==> src/rtl/pc_fetch_pkg.sv <==
// ---------------------------------------------------------------------------
// pc_fetch_pkg
// Shared definitions for the MIPS fetch stage:
//   - fetch_state_t : BOOT / RUN / HALT state encoding
//   - OP_*          : primary opcode values seen by the downstream decoder
//   - DEFAULT_HALT_WORD : encoding that stops fetch
//   - jump_target() : pseudo-direct jump address formation
// Optional feature macro used by this slice: FETCH_TAKEN_CNT_EN.
// ---------------------------------------------------------------------------
package pc_fetch_pkg;

    typedef enum logic [1:0] {
        ST_BOOT = 2'd0,
        ST_RUN  = 2'd1,
        ST_HALT = 2'd2
    } fetch_state_t;

    localparam logic [5:0]  OP_RTYPE = 6'b000000;
    localparam logic [5:0]  OP_J     = 6'b000010;
    localparam logic [5:0]  OP_BEQ   = 6'b000100;

    localparam logic [31:0] DEFAULT_HALT_WORD = 32'hFFFF_FFFF;

    // Pseudo-direct jump: keep the top nibble of PC+4, word-align the index.
    function automatic logic [31:0] jump_target(input logic [31:0] pc_plus4,
                                                input logic [25:0] index);
        return {pc_plus4[31:28], index, 2'b00};
    endfunction

endpackage

==> src/rtl/pc_next_calc.sv <==
// ---------------------------------------------------------------------------
// pc_next_calc
// Purely combinational next-PC selection for the fetch stage.
// Ports:
//   i_pc          current PC
//   i_jump_index  instruction[25:0] (jump word index)
//   i_sext_imm    sign-extended instruction[15:0] (branch word offset)
//   i_jump        decoder Jump
//   i_branch      decoder Branch (beq)
//   i_zero        ALU Zero flag
//   o_pc_plus4    PC + 4, wraps modulo 2^32
//   o_next_pc     selected next PC (Jump > Branch&Zero > PC+4)
//   o_redirect    next PC comes from a jump or a taken branch
//   o_range_fault selected next PC lies outside instruction memory
// ---------------------------------------------------------------------------
module pc_next_calc
    import pc_fetch_pkg::*;
#(
    parameter int IMEM_BYTES = 1024
) (
    input  logic [31:0] i_pc,
    input  logic [25:0] i_jump_index,
    input  logic [31:0] i_sext_imm,
    input  logic        i_jump,
    input  logic        i_branch,
    input  logic        i_zero,
    output logic [31:0] o_pc_plus4,
    output logic [31:0] o_next_pc,
    output logic        o_redirect,
    output logic        o_range_fault
);

    logic [31:0] w_branch_target;
    logic [31:0] w_jump_target;

    assign o_pc_plus4      = i_pc + 32'd4;
    assign w_branch_target = o_pc_plus4 + {i_sext_imm[29:0], 2'b00};
    assign w_jump_target   = jump_target(o_pc_plus4, i_jump_index);

    // Next-PC priority mux; Jump wins even if the decoder also raises Branch.
    always_comb begin
        o_next_pc  = o_pc_plus4;
        o_redirect = 1'b0;
        if (i_jump) begin
            o_next_pc  = w_jump_target;
            o_redirect = 1'b1;
        end else if (i_branch && i_zero) begin
            o_next_pc  = w_branch_target;
            o_redirect = 1'b1;
        end else begin
            o_next_pc  = o_pc_plus4;
            o_redirect = 1'b0;
        end
    end

    assign o_range_fault = (o_next_pc >= 32'(IMEM_BYTES));

endmodule

==> src/rtl/pc_fetch_unit.sv <==
// ---------------------------------------------------------------------------
// pc_fetch_unit
// Fetch stage feeding the main opcode decoder of a single-cycle MIPS core.
// Holds the PC, drives the instruction-memory address, returns the fetched
// word and its opcode, and sequences BOOT -> RUN -> HALT.
// Ports:
//   Clk, Reset          clock (rising edge), synchronous active-high reset
//   Stall               hold PC, state and counters this cycle
//   Jump, Branch, Zero  redirect controls from decoder / ALU
//   SignExtImm          sign-extended branch offset
//   IMemData            combinational instruction-memory read data
//   IMemAddr, PC        current PC
//   Instruction, OpCode fetched word (zero when not Valid) and its [31:26]
//   PCPlus4             PC + 4
//   Valid, Halted       RUN / HALT indication
//   Fault               sticky out-of-range next-PC flag
//   InstrCount          saturating retired-instruction count
//   TakenCount          saturating redirect count (only with FETCH_TAKEN_CNT_EN)
// Optional feature macro: FETCH_TAKEN_CNT_EN.
// ---------------------------------------------------------------------------
module pc_fetch_unit
    import pc_fetch_pkg::*;
#(
    parameter logic [31:0] RESET_PC   = 32'h0000_0000,
    parameter int          IMEM_BYTES = 1024,
    parameter logic [31:0] HALT_WORD  = DEFAULT_HALT_WORD,
    parameter int          CNT_W      = 32
) (
    input  logic             Clk,
    input  logic             Reset,
    input  logic             Stall,
    input  logic             Jump,
    input  logic             Branch,
    input  logic             Zero,
    input  logic [31:0]      SignExtImm,
    input  logic [31:0]      IMemData,
    output logic [31:0]      IMemAddr,
    output logic [31:0]      Instruction,
    output logic [5:0]       OpCode,
    output logic [31:0]      PC,
    output logic [31:0]      PCPlus4,
    output logic             Valid,
    output logic             Halted,
    output logic             Fault,
`ifdef FETCH_TAKEN_CNT_EN
    output logic [CNT_W-1:0] TakenCount,
`endif
    output logic [CNT_W-1:0] InstrCount
);

    localparam logic [CNT_W-1:0] CNT_MAX = {CNT_W{1'b1}};

    fetch_state_t     r_state;
    logic [31:0]      r_pc;
    logic             r_valid;
    logic             r_halted;
    logic             r_fault;
    logic [CNT_W-1:0] r_instr_count;

    logic [31:0]      w_instruction;
    logic [31:0]      w_pc_plus4;
    logic [31:0]      w_next_pc;
    logic             w_redirect;
    logic             w_range_fault;
    logic             w_advance;
    logic             w_is_halt;

    // Memory read is combinational, so the word is live in the same cycle;
    // outside RUN it is forced to zero so the decoder sees a harmless R-type.
    assign w_instruction = r_valid ? IMemData : 32'h0000_0000;
    assign w_is_halt     = (w_instruction == HALT_WORD);
    assign w_advance     = r_valid && !Stall;

    pc_next_calc #(
        .IMEM_BYTES (IMEM_BYTES)
    ) u_next (
        .i_pc          (r_pc),
        .i_jump_index  (w_instruction[25:0]),
        .i_sext_imm    (SignExtImm),
        .i_jump        (Jump),
        .i_branch      (Branch),
        .i_zero        (Zero),
        .o_pc_plus4    (w_pc_plus4),
        .o_next_pc     (w_next_pc),
        .o_redirect    (w_redirect),
        .o_range_fault (w_range_fault)
    );

    // Fetch FSM: PC, state, status flags and retired-instruction counter.
    always_ff @(posedge Clk) begin
        if (Reset) begin
            r_state       <= ST_BOOT;
            r_pc          <= RESET_PC;
            r_valid       <= 1'b0;
            r_halted      <= 1'b0;
            r_fault       <= 1'b0;
            r_instr_count <= {CNT_W{1'b0}};
        end else begin
            case (r_state)
                ST_BOOT: begin
                    r_state  <= ST_RUN;
                    r_valid  <= 1'b1;
                    r_halted <= 1'b0;
                end
                ST_RUN: begin
                    if (!Stall) begin
                        if (w_is_halt) begin
                            // Halt word is not retired and takes precedence
                            // over any fault its redirect might have caused.
                            r_state  <= ST_HALT;
                            r_valid  <= 1'b0;
                            r_halted <= 1'b1;
                        end else begin
                            if (r_instr_count != CNT_MAX) begin
                                r_instr_count <= r_instr_count + {{(CNT_W-1){1'b0}}, 1'b1};
                            end else begin
                                r_instr_count <= r_instr_count;
                            end
                            if (w_range_fault) begin
                                // PC stays on the faulting instruction.
                                r_state  <= ST_HALT;
                                r_valid  <= 1'b0;
                                r_halted <= 1'b1;
                                r_fault  <= 1'b1;
                            end else begin
                                r_pc <= w_next_pc;
                            end
                        end
                    end else begin
                        r_state <= ST_RUN;
                    end
                end
                ST_HALT: begin
                    r_state <= ST_HALT;
                end
                default: begin
                    r_state  <= ST_HALT;
                    r_valid  <= 1'b0;
                    r_halted <= 1'b1;
                end
            endcase
        end
    end

`ifdef FETCH_TAKEN_CNT_EN
    logic [CNT_W-1:0] r_taken_count;
    logic             w_taken;

    // Only redirects that actually load the PC are counted.
    assign w_taken = w_advance && !w_is_halt && !w_range_fault && w_redirect;

    // Saturating count of taken jumps and branches.
    always_ff @(posedge Clk) begin
        if (Reset) begin
            r_taken_count <= {CNT_W{1'b0}};
        end else if (w_taken && (r_taken_count != CNT_MAX)) begin
            r_taken_count <= r_taken_count + {{(CNT_W-1){1'b0}}, 1'b1};
        end else begin
            r_taken_count <= r_taken_count;
        end
    end

    assign TakenCount = r_taken_count;
`else
    logic w_unused_redirect;
    assign w_unused_redirect = w_redirect & w_advance;
`endif

    assign IMemAddr    = r_pc;
    assign PC          = r_pc;
    assign PCPlus4     = w_pc_plus4;
    assign Instruction = w_instruction;
    assign OpCode      = r_valid ? w_instruction[31:26] : OP_RTYPE;
    assign Valid       = r_valid;
    assign Halted      = r_halted;
    assign Fault       = r_fault;
    assign InstrCount  = r_instr_count;

endmodule
==> config.mk <==
export PLATFORM = sky130hd
export DESIGN_NAME = pc_fetch_unit
export DESIGN_NICKNAME = d
export VERILOG_FILES = /design/src/rtl/pc_fetch_pkg.sv /design/src/rtl/pc_next_calc.sv /design/src/rtl/pc_fetch_unit.sv
export SDC_FILE = /design/constraint.sdc
export NUM_CORES = 1
export LEC_CHECK = 0
export CORE_UTILIZATION = 45
export CTS_CLUSTER_DIAMETER = 80
export DETAILED_ROUTE_END_ITERATION = 10
export GPL_ROUTABILITY_DRIVEN = 0
export PLACE_DENSITY = 0.88
export SLEW_MARGIN = 0
export SYNTH_ARGS = -nofsm -noshare
export SYNTH_HDL_FRONTEND = slang
export SYNTH_SLANG_ARGS = --single-unit
==> constraint.sdc <==
create_clock -name Clk -period 5.47 [get_ports Clk]
set_clock_uncertainty 0.15 [all_clocks]
set_input_delay 0.547 -clock Clk [delete_from_list [all_inputs] [get_ports Clk]]
set_output_delay 0.547 -clock Clk [all_outputs]
set_load 0.01 [all_outputs]
==> impl_metrics.ini <==
[run_status]
status = finished, final reports clean

[cells_and_area]
drive_above_1_share = 0.0513
area_delta_synth_final_pct = 41.8
diodes = 0
layout.nets = 1110
fillers = 1127

[synth]
synth_compound_area_frac = 0.208
ys_async_sr_fraction = 0
synth_cells = 820
yosysMostFrequentCell = nor2_1
ys_ff_latch = 69
synth.mux.area_fraction = 0.0168
synth_area_leaders = dfxtp_1, ha_1, and2_1
synth_top_area_frac = 0.226
synth-simple-area-share = 0.291
synthTopCellsByCount = nor2_1, nand2_1, dfxtp_1
synth_cell_type_count = 69
ys_seq_area_frac = 0.226
netlist_area_sq_um = 6110
yosysWarnings = 0
synth-main-ff-cell = dfxtp_1
yosys.area.top_type = dfxtp_1
yosys.area_share.adder = 0.0668
synth_edf_count = 0
synth_top_family_by_area = simple AND/OR/NAND/NOR gates
synth_xor_area_frac = 0.0989
syn_nets = 922
syn_area_per_cell_sq_um = 7.45

[drt]
vias = 6914
drt_wl_total_microns = 21300
dr.pass1.iters = 5
drtAntennaViolNets = 0
drc = 0
drt-initial-drc-count = 646
post_drt_wl_per_cell_microns = 17.9
via_per_inst = 5.81

[pwr]
p_switching_uw = 362
peakVddDrop_mv = 0.143
leakagePower_uw = 0.00322
power_frac_clock = 0.426
power.density_nw_per_um2 = 156
power_frac_comb = 0.196
p_seq_frac = 0.378
power.internal_uw = 991
swShare = 0.267

[sta]
fmax_mhz = 193
finalSetupViolations = 0
finalCritPeriodShare = 0.948
final.setup.tns_ps = 0
period_needed_ps = 5190
final-hold-violation-count = 0
worstMarginPinSlew_ps = 1110
fin_ws_ps = 282
finalMaxSlewViolations = 0
rsz0062_at_grt = no
slew_headroom = 0.240

[global_route]
grt_start_max_net_pins = 57
grtUsageTotal = 0.296
antenna_found_initial = 0
grt-ovfl-total = 0
grt_pass1_wl_microns = 33200
grt_pass1_vias = 6348

[floorplan]
die_height_microns = 119
die_x_microns = 119
io_pins = 239
die_area_sq_um = 14000
initial_core_util = 0.461
rows = 42
core_sq_um = 13200

[job]
maxCapViolations = 0

[placement]
numPortBuffers = 236
place_worst_setup_slack_ps = 244
dp.final_hpwl_microns = 16900

[clock_tree]
cts-htree-levels = 3
path_clk_slew_ps = 60
worstSkewPairLatency_ps = 330
cts.sinks = 69
cts_buffer_depth = 2
cts_inserted_buffers = 9
cts_root_buffer = clkbuf_16
cts_tree = done

[worst_setup_path]
worstPathRequired_ps = 5560
arrival_ps = 5280
path_cells = ha_1, nand3_1, or4_4, or4_1, nand2_1, ha_1, a21oi_1, o21ai_1, nor3_1, o211ai_1, a21o_1, a211o_1, a222oi_1, nand4_1, or4_1, o31ai_1
critPathCaptureType = flip-flop
critical_path_class = flip-flop to flip-flop
crit_slowest_cell = or4_4
cp-startpoint = IMemAddr[2]
critPathMaxFanout = 8
reg2reg_from = IMemAddr[2]
start_kind = flip-flop
slowest_delay_ps = 600
reg2regPathDepth = 16

[hold_path]
min_from = Fault
hold_class = flip-flop to flip-flop
holdPathStages = 2
power by group through the flow:
stage          registers [uW]  logic [uW]  clock network [uW]
6_report                  511         266                 576
5_1_grt                   512         283                 606
4_1_cts                   511         262                 582
3_5_place_dp              522         260                   0
3_3_place_gp              522         258                   0
2_1_floorplan             523         130                   0
cells by family after synthesis:
group / after synthesis
buffers and inverters: 102
adders and majority gates: 32
and+or+nand+nor: 349
xor gates and xnor gates: 69
AOI/OAI and AO/OA: 189
muxes: 10
DFF: 69
registers in the layout, summed over array words and instances, names as in the netlist:
signal / count
Fault: 1
Halted: 1
IMemAddr: 32
InstrCount: 32
Valid: 1
r_state: 2
metal layers:
metal,global-route usage,part of all wire
met5,0,0
met4,0.114,0.030
met3,0.0565,0.094
met2,0.481,0.46
met1,0.385,0.42
placed cells by master (no fill, tap or decap), types with 20 or more instances in the layout:
cell             count
a211oi_1            20
a21oi_1             53
and2_1              52
clkdlybuf4s50_1    235
dfxtp_1             69
ha_1                31
inv_1               24
nand2_1             73
nand3_1             38
nand4_1             33
nor2_1              78
o21ai_0             33
xnor2_1             33
xor2_1              36
worst paths after layout:
| path | end | slack [ps] |
|---|---|---|
| min reg2reg | Fault | 330 |
| max | IMemAddr[6] | 280 |
| max reg2reg | IMemAddr[6] | 280 |
| min | Fault | 330 |
stage by stage:
| step | area [sq um] | hold WS (ps) | utilization | power [uW] | std cells |
|---|---|---|---|---|---|
| 4_1_cts | 8660 | 334 | 0.654 | 1350 | 1189 |
| 3_5_place_dp | 8360 | 316 | 0.631 | 782 | 1173 |
| 6_report | 8660 | 327 | 0.654 | 1350 | 1189 |
| 5_1_grt | 8660 | 381 | 0.654 | 1400 | 1189 |
| 3_3_place_gp | 8360 | 319 | 0.631 | 780 | 1173 |
| 2_1_floorplan | 6110 | 333 | - | 653 | 820 |
worst max-delay path: cells and delay by family (launching register included):
family	cells	cell delay [ps]
fa+ha+maj	2	550
flops	1	330
simple gates	7	2590
compound gates	7	1480
cell type report:
type / count / area, sq um / share of cell area
Sequential cell: 69 / 1380 / 0.159
Clock buffer: 9 / 225 / 0.0260
Tap cell: 176 / 220 / 0.0254
Inverter: 24 / 90.1 / 0.0104
Timing Repair Buffer: 255 / 2500 / 0.289
Multi-Input combinational cell: 649 / 4170 / 0.482
Clock inverter: 7 / 73.8 / 0.00852
what timing repair did:
item	in CTS	in global routing
hold buffers	0	0
endpoints found under the setup margin	0	10
gates resized for setup	0	2
setup buffers	0	0
Note: power is estimated with default switching activity, not from simulation.
==> variant 1: new RTL, same flow settings <==
Add a define of `FETCH_TAKEN_CNT_EN`.
--- a/src/rtl/pc_fetch_unit.sv
+++ b/src/rtl/pc_fetch_unit.sv
@@ -19,4 +19,6 @@
 // Optional feature macro: FETCH_TAKEN_CNT_EN.
 // ---------------------------------------------------------------------------
+`define FETCH_TAKEN_CNT_EN
+
 module pc_fetch_unit
     import pc_fetch_pkg::*;
Behaviour (old outputs only; new: TakenCount): unchanged (equiv_simple and equiv_induct, registers matched by name and starting in step).
==> variant 1 against the original RTL <==
Sequential share of layout area up 2.2 points. Setup slack worse by 0.11 ns. Routed wire length up 21%. Combinational power up 25%. Global-route usage down 2.3 points. Area after synthesis up 31%. First-iteration DRC count down 6.2%. Non-clock buffer count up 54. Sequential cell count up 32. Cell area up 29%. Power up 29%. Critical path type unchanged.
==> variant 1: results (changes against the original RTL) <==
powerComb_mw: 0.333  # +25%
min_from: "TakenCount[7]"
layout.nets: 1352  # +22%
sw_frac_of_total_pct: 27.7  # +0.96 points
arrival_ns: 5.38  # +0.10 ns
grt_usage_pct: 27.3  # -2.3 points
cts.clk_slew.worst_paths_ns: 0.07
synth-async-reset-ratio_pct: 0  # unchanged
routed_wl_mm: 25.8  # +21%
drt-initial-drc-count: 606  # -6.2%
vdd_drop_max_mv: 0.135  # -5.7%
multi_input_gates: 814  # +25%
crit_family: "simple AND/OR/NAND/NOR gates"
cts_buffers: 9  # unchanged
hold_path.class: "reg2reg"
nNonClkBuffers: 309  # +21%
port_buffers: 268  # +14%
seq_area_share_pct: 18.2  # +2.2 points
worst_slew_pin_slew_ns: 1.13  # +0.0197 ns
synth_warnings: 0  # unchanged
root_buffer: "clkbuf_16"
reg2reg_slack_ns: 0.17  # -0.11 ns
num-clock-buffers: 10  # +1
grt_max_degree: 58  # +1.8%
final-clk-cell-share_pct: 2.75  # -0.70 points
clock_net_power_mw: 0.660  # +15%
fillerInstances: 1478  # +31%
grt_pass1_wl_mm: 40.1  # +21%
nNonClkInverters: 14  # -42%
max_stage_delay_ns: 0.40  # -0.20 ns
multi_input_area_share_pct: 49.1  # +0.90 points
synth_commonest_cells: "dfxtp_1, nor2_1, nand2_1"
drc_errors: 0  # unchanged
synthTopCellsByArea: "dfxtp_1, and2_1, ha_1"
ys_ff_latch: 101  # +46%
status: "complete, no violations"
crit_fanout: 48  # +40
clk_latency_ns: 0.35  # +0.02 ns
grt_pass1_vias: 7789  # +23%
mappedNetlistNets: 1131  # +23%
antenna_found_initial: 0  # unchanged
crit_path_top_delay_cell: "ha_1"
layout-drive-gt1-share_pct: 7.26  # +2.1 points
p_leak_nw: 4.12  # +28%
maxCapViolCount: 0  # unchanged
num_vias: 8670  # +25%
yosysUniqueCellTypes: 75  # +8.7%
yosysSeqAreaShare_pct: 25.3  # +2.7 points
buf_share_pct: 27.0  # -1.8 points
htree_levels: 3  # unchanged
dpl.hpwl_mm: 20.0  # +19%
==> variant 1: per-stage QoR <==
step / power, mW / instance area (um2) / setup WS (ns) / hold WS, ns / instances
3_3_place_gp: 1.08 / 10700 / 0.198 / 0.330 / 1461
2_1_floorplan: 0.935 / 7990 / 0.200 / 0.331 / 1028
3_5_place_dp: 1.09 / 10700 / 0.0802 / 0.329 / 1461
5_1_grt: 1.81 / 11100 / -0.0335 / 0.380 / 1479
6_report: 1.74 / 11100 / 0.169 / 0.346 / 1479
4_1_cts: 1.75 / 11000 / 0.0395 / 0.344 / 1477
==> variant 1: worst register-to-register path: stages, from the launching register on <==
cell and delay, ns:
dfxtp_1 0.34, ha_1 0.22, nand4_2 0.20, buf_4 0.20, nor3_1 0.28, nand4_1 0.15
xnor2_1 0.35, ha_1 0.40, a21oi_1 0.30, o21ai_0 0.22, nor2_1 0.24, a31oi_4 0.17
a21oi_1 0.21, xnor2_1 0.11, o41ai_2 0.33, buf_4 0.18, nand3b_1 0.15, buf_12 0.24
nor4_1 0.37, mux2_1 0.37
==> variant 1: final timing paths <==
check,to,depth (start not counted)
setup / recovery,TakenCount[2],19
hold / removal,TakenCount[7],2
setup reg to reg,TakenCount[2],19
hold reg to reg,TakenCount[7],2
==> variant 1: kinds of logic after synthesis <==
kind of cell / synth area share, %
buffers and inverters: 7.49
muxes: 3.34
and+or+nand+nor: 33.7
xor gates and xnor gates: 8.88
AOI/OAI and AO/OA: 15.9
adders and majority gates: 5.39
DFF: 25.3
==> variant 1: per-layer routing <==
metal	wire (um)	GRT usage, %	part of all wire, %
met1	10800	35.3	42
met2	12000	45.0	47
met3	2220	5.46	8.6
met4	734	9.49	2.8
met5	0	0	0
==> variant 1: what timing repair did <==
action,CTS,global route
endpoints found under the setup margin,0,60
buffers inserted,0,2
resized for setup,0,21
==> variant 2: new RTL, same flow settings <==
Made on the original files. Encoding of `fetch_state_t`: now one-hot (3 bits for 3 states).
--- a/src/rtl/pc_fetch_pkg.sv
+++ b/src/rtl/pc_fetch_pkg.sv
@@ -10,8 +10,8 @@
 package pc_fetch_pkg;
 
-    typedef enum logic [1:0] {
-        ST_BOOT = 2'd0,
-        ST_RUN  = 2'd1,
-        ST_HALT = 2'd2
+    typedef enum logic [2:0] {
+        ST_BOOT = 3'b001,
+        ST_RUN  = 3'b010,
+        ST_HALT = 3'b100
     } fetch_state_t;
 
Formal check against the unedited RTL: same outputs for any inputs over 4 cycles, from zero or initial values and one cycle with Reset high; so few cycles prove little.
==> variant 2 against the original RTL <==
Cell area is 5.6% higher. Sequential cell count is 1 higher. Critical path depth is 2 higher. Worst hold slack worse by 0.032 ns. Power is 4.1% lower. Highest routed layer unchanged. Combinational power is 11% lower. Setup slack worse by 0.12 ns. Sequential share of layout area is 0.62 points lower. Routed wire length is 7.6% higher. Area after synthesis is 7.0% higher. Largest power group unchanged. Largest cell class unchanged. Die area is 6.9% higher. Synthesized cell count is 7.9% higher.
==> variant 2: results (changes against the original RTL) <==
hold_path.class: "reg2reg"
drv_slew: 0  # unchanged
synth_warnings: 0  # unchanged
relSlewSlack_pct: 35.0  # +11 points
first_pass_iters: 6  # +1
synthTopCellsByArea: "dfxtp_1, ha_1, xnor2_1"
max_stage_delay_ns: 0.54  # -0.06 ns
grt_usage_pct: 29.7  # +0.15 points
crit_fanout: 9  # +1
rr_worst_depth: 18  # +2
clk_latency_ns: 0.32
dpl.hpwl_mm: 17.9  # +6.1%
antennaDiodeCount: 0  # unchanged
root_buffer: "clkbuf_16"
synth-async-reset-ratio_pct: 0  # unchanged
cts.clk_slew.worst_paths_ns: 0.05
p_leak_nw: 3.39  # +5.4%
met3WireLength_mm: 2.59  # +29%
p_int_mw: 0.966  # -2.5%
syn_avg_cell_area_um2: 7.39  # -0.82%
final_cells: 1260  # +6.0%
cts_buffers: 9  # unchanged
top_layer: "met4"
port_buffers: 236  # unchanged
fillerInstances: 1176  # +4.3%
drt-initial-drc-count: 998  # +54%
arrival_ns: 5.33  # +0.05 ns
synth_flop_cell: "dfxtp_1"
routed_wl_mm: 23.0  # +7.6%
status: "complete, no violations"
grt_max_degree: 71  # +25%
layout-drive-gt1-share_pct: 6.85  # +1.7 points
grt_pass1_wl_mm: 35.0  # +5.6%
synth_commonest_cells: "nand2_1, nor2_1, dfxtp_1"
yosysSeqAreaShare_pct: 21.4  # -1.2 points
crit_path_top_delay_cell: "or4b_4"
min_delay_path_depth: 2  # unchanged
drt-met1-wl_mm: 8.96  # +1.1%
dp_cells: 1242  # +5.9%
vdd_drop_max_mv: 0.166  # +16%
grt_pass1_vias: 6969  # +9.8%
antenna_found_initial: 0  # unchanged
num_vias: 7639  # +10%
met2_length_mm: 10.8  # +10%
mappedNetlistNets: 989  # +7.3%
htree_levels: 3  # unchanged
yosysUniqueCellTypes: 72  # +4.3%
cts_max_path_buffers: 2  # unchanged
[variant 2: changes by cell type after synthesis, moves of 8 or more]
| cell | change |
|---|---|
| a31oi_1 | +10 |
| o21ai_0 | +14 |
| and2_1 | -18 |
| xor2_1 | -9 |
| and3_1 | +8 |
| nor3b_1 | +18 |
| nand4_1 | +11 |
| a21oi_1 | +8 |
[variant 2: worst paths after layout]
kind	slack, ns	end	startpoint
min	0.30	Fault	Fault
min reg2reg	0.30	Fault	Fault
max	0.16	IMemAddr[4]	IMemAddr[2]
max reg2reg	0.16	IMemAddr[4]	IMemAddr[2]
[variant 2: final cells by class]
type                       count  area [um2]  share of cell area [%]
clock buffer                  13         270                    2.95
multi-input combinational    702        4560                    49.8
timing repair buffer         263        2570                    28.1
inverter                      29         109                    1.19
sequential                    70        1400                    15.3
clock inverter                 3        17.5                   0.191
tap                          180         225                    2.46
[variant 2: logic make-up (layout without fill, tap and decap cells)]
| group | Yosys count | after routing | share of synthesized area, % |
|---|---|---|---|
| AO/OA/AOI/OAI | 207 | 207 | 20.3 |
| AND/OR/NAND/NOR | 388 | 388 | 32.4 |
| XOR/XNOR | 64 | 64 | 8.57 |
| multiplexers | 9 | 9 | 1.43 |
| buffers and inverters | 113 | 308 | 9.26 |
| adder cells (fa/ha/maj) | 34 | 34 | 6.62 |
| flip-flops | 70 | 70 | 21.4 |
[variant 2: stage by stage]
stage / setup WS (ns) / utilization, % / total power, mW / instance area [um2]
3_3_place_gp: 0.364 / 62.9 / 0.753 / 8830
3_5_place_dp: 0.287 / 62.9 / 0.755 / 8830
4_1_cts: 0.232 / 64.9 / 1.31 / 9110
2_1_floorplan: 0.512 / - / 0.651 / 6540
5_1_grt: -0.0208 / 65.2 / 1.35 / 9150
6_report: 0.163 / 65.2 / 1.30 / 9150
[variant 2: per-layer routing]
metal  vias up  GRT usage, %
met5         -             0
met4         0          9.83
met3        59          6.41
met2       449          50.9
met1      3536          36.7
li1       3595             -
[variant 2: timing repair]
| action | 4_1_cts | 5_1_grt |
|---|---|---|
| setup buffers | 0 | 2 |
| setup endpoints to repair | 0 | 30 |
| resized for setup | 0 | 7 |
[variant 2: power by group through the flow]
| stage | sequential (mW) | clock (mW) | combinational [mW] |
|---|---|---|---|
| floorplan | 0.527 | 0 | 0.124 |
| global placement | 0.527 | 0 | 0.226 |
| detailed placement | 0.527 | 0 | 0.228 |
| CTS | 0.516 | 0.559 | 0.231 |
| global route | 0.516 | 0.578 | 0.251 |
| finish | 0.516 | 0.545 | 0.236 |
[variant 2: worst max-delay path, delay by kind of cell (launching register included)]
family	cells	cell delay [ns]
flops	1	0.44
fa+ha+maj	2	0.64
buf+inv	1	0.19
xor+xnor	1	0.34
simple gates	10	2.37
compound gates	4	1.01
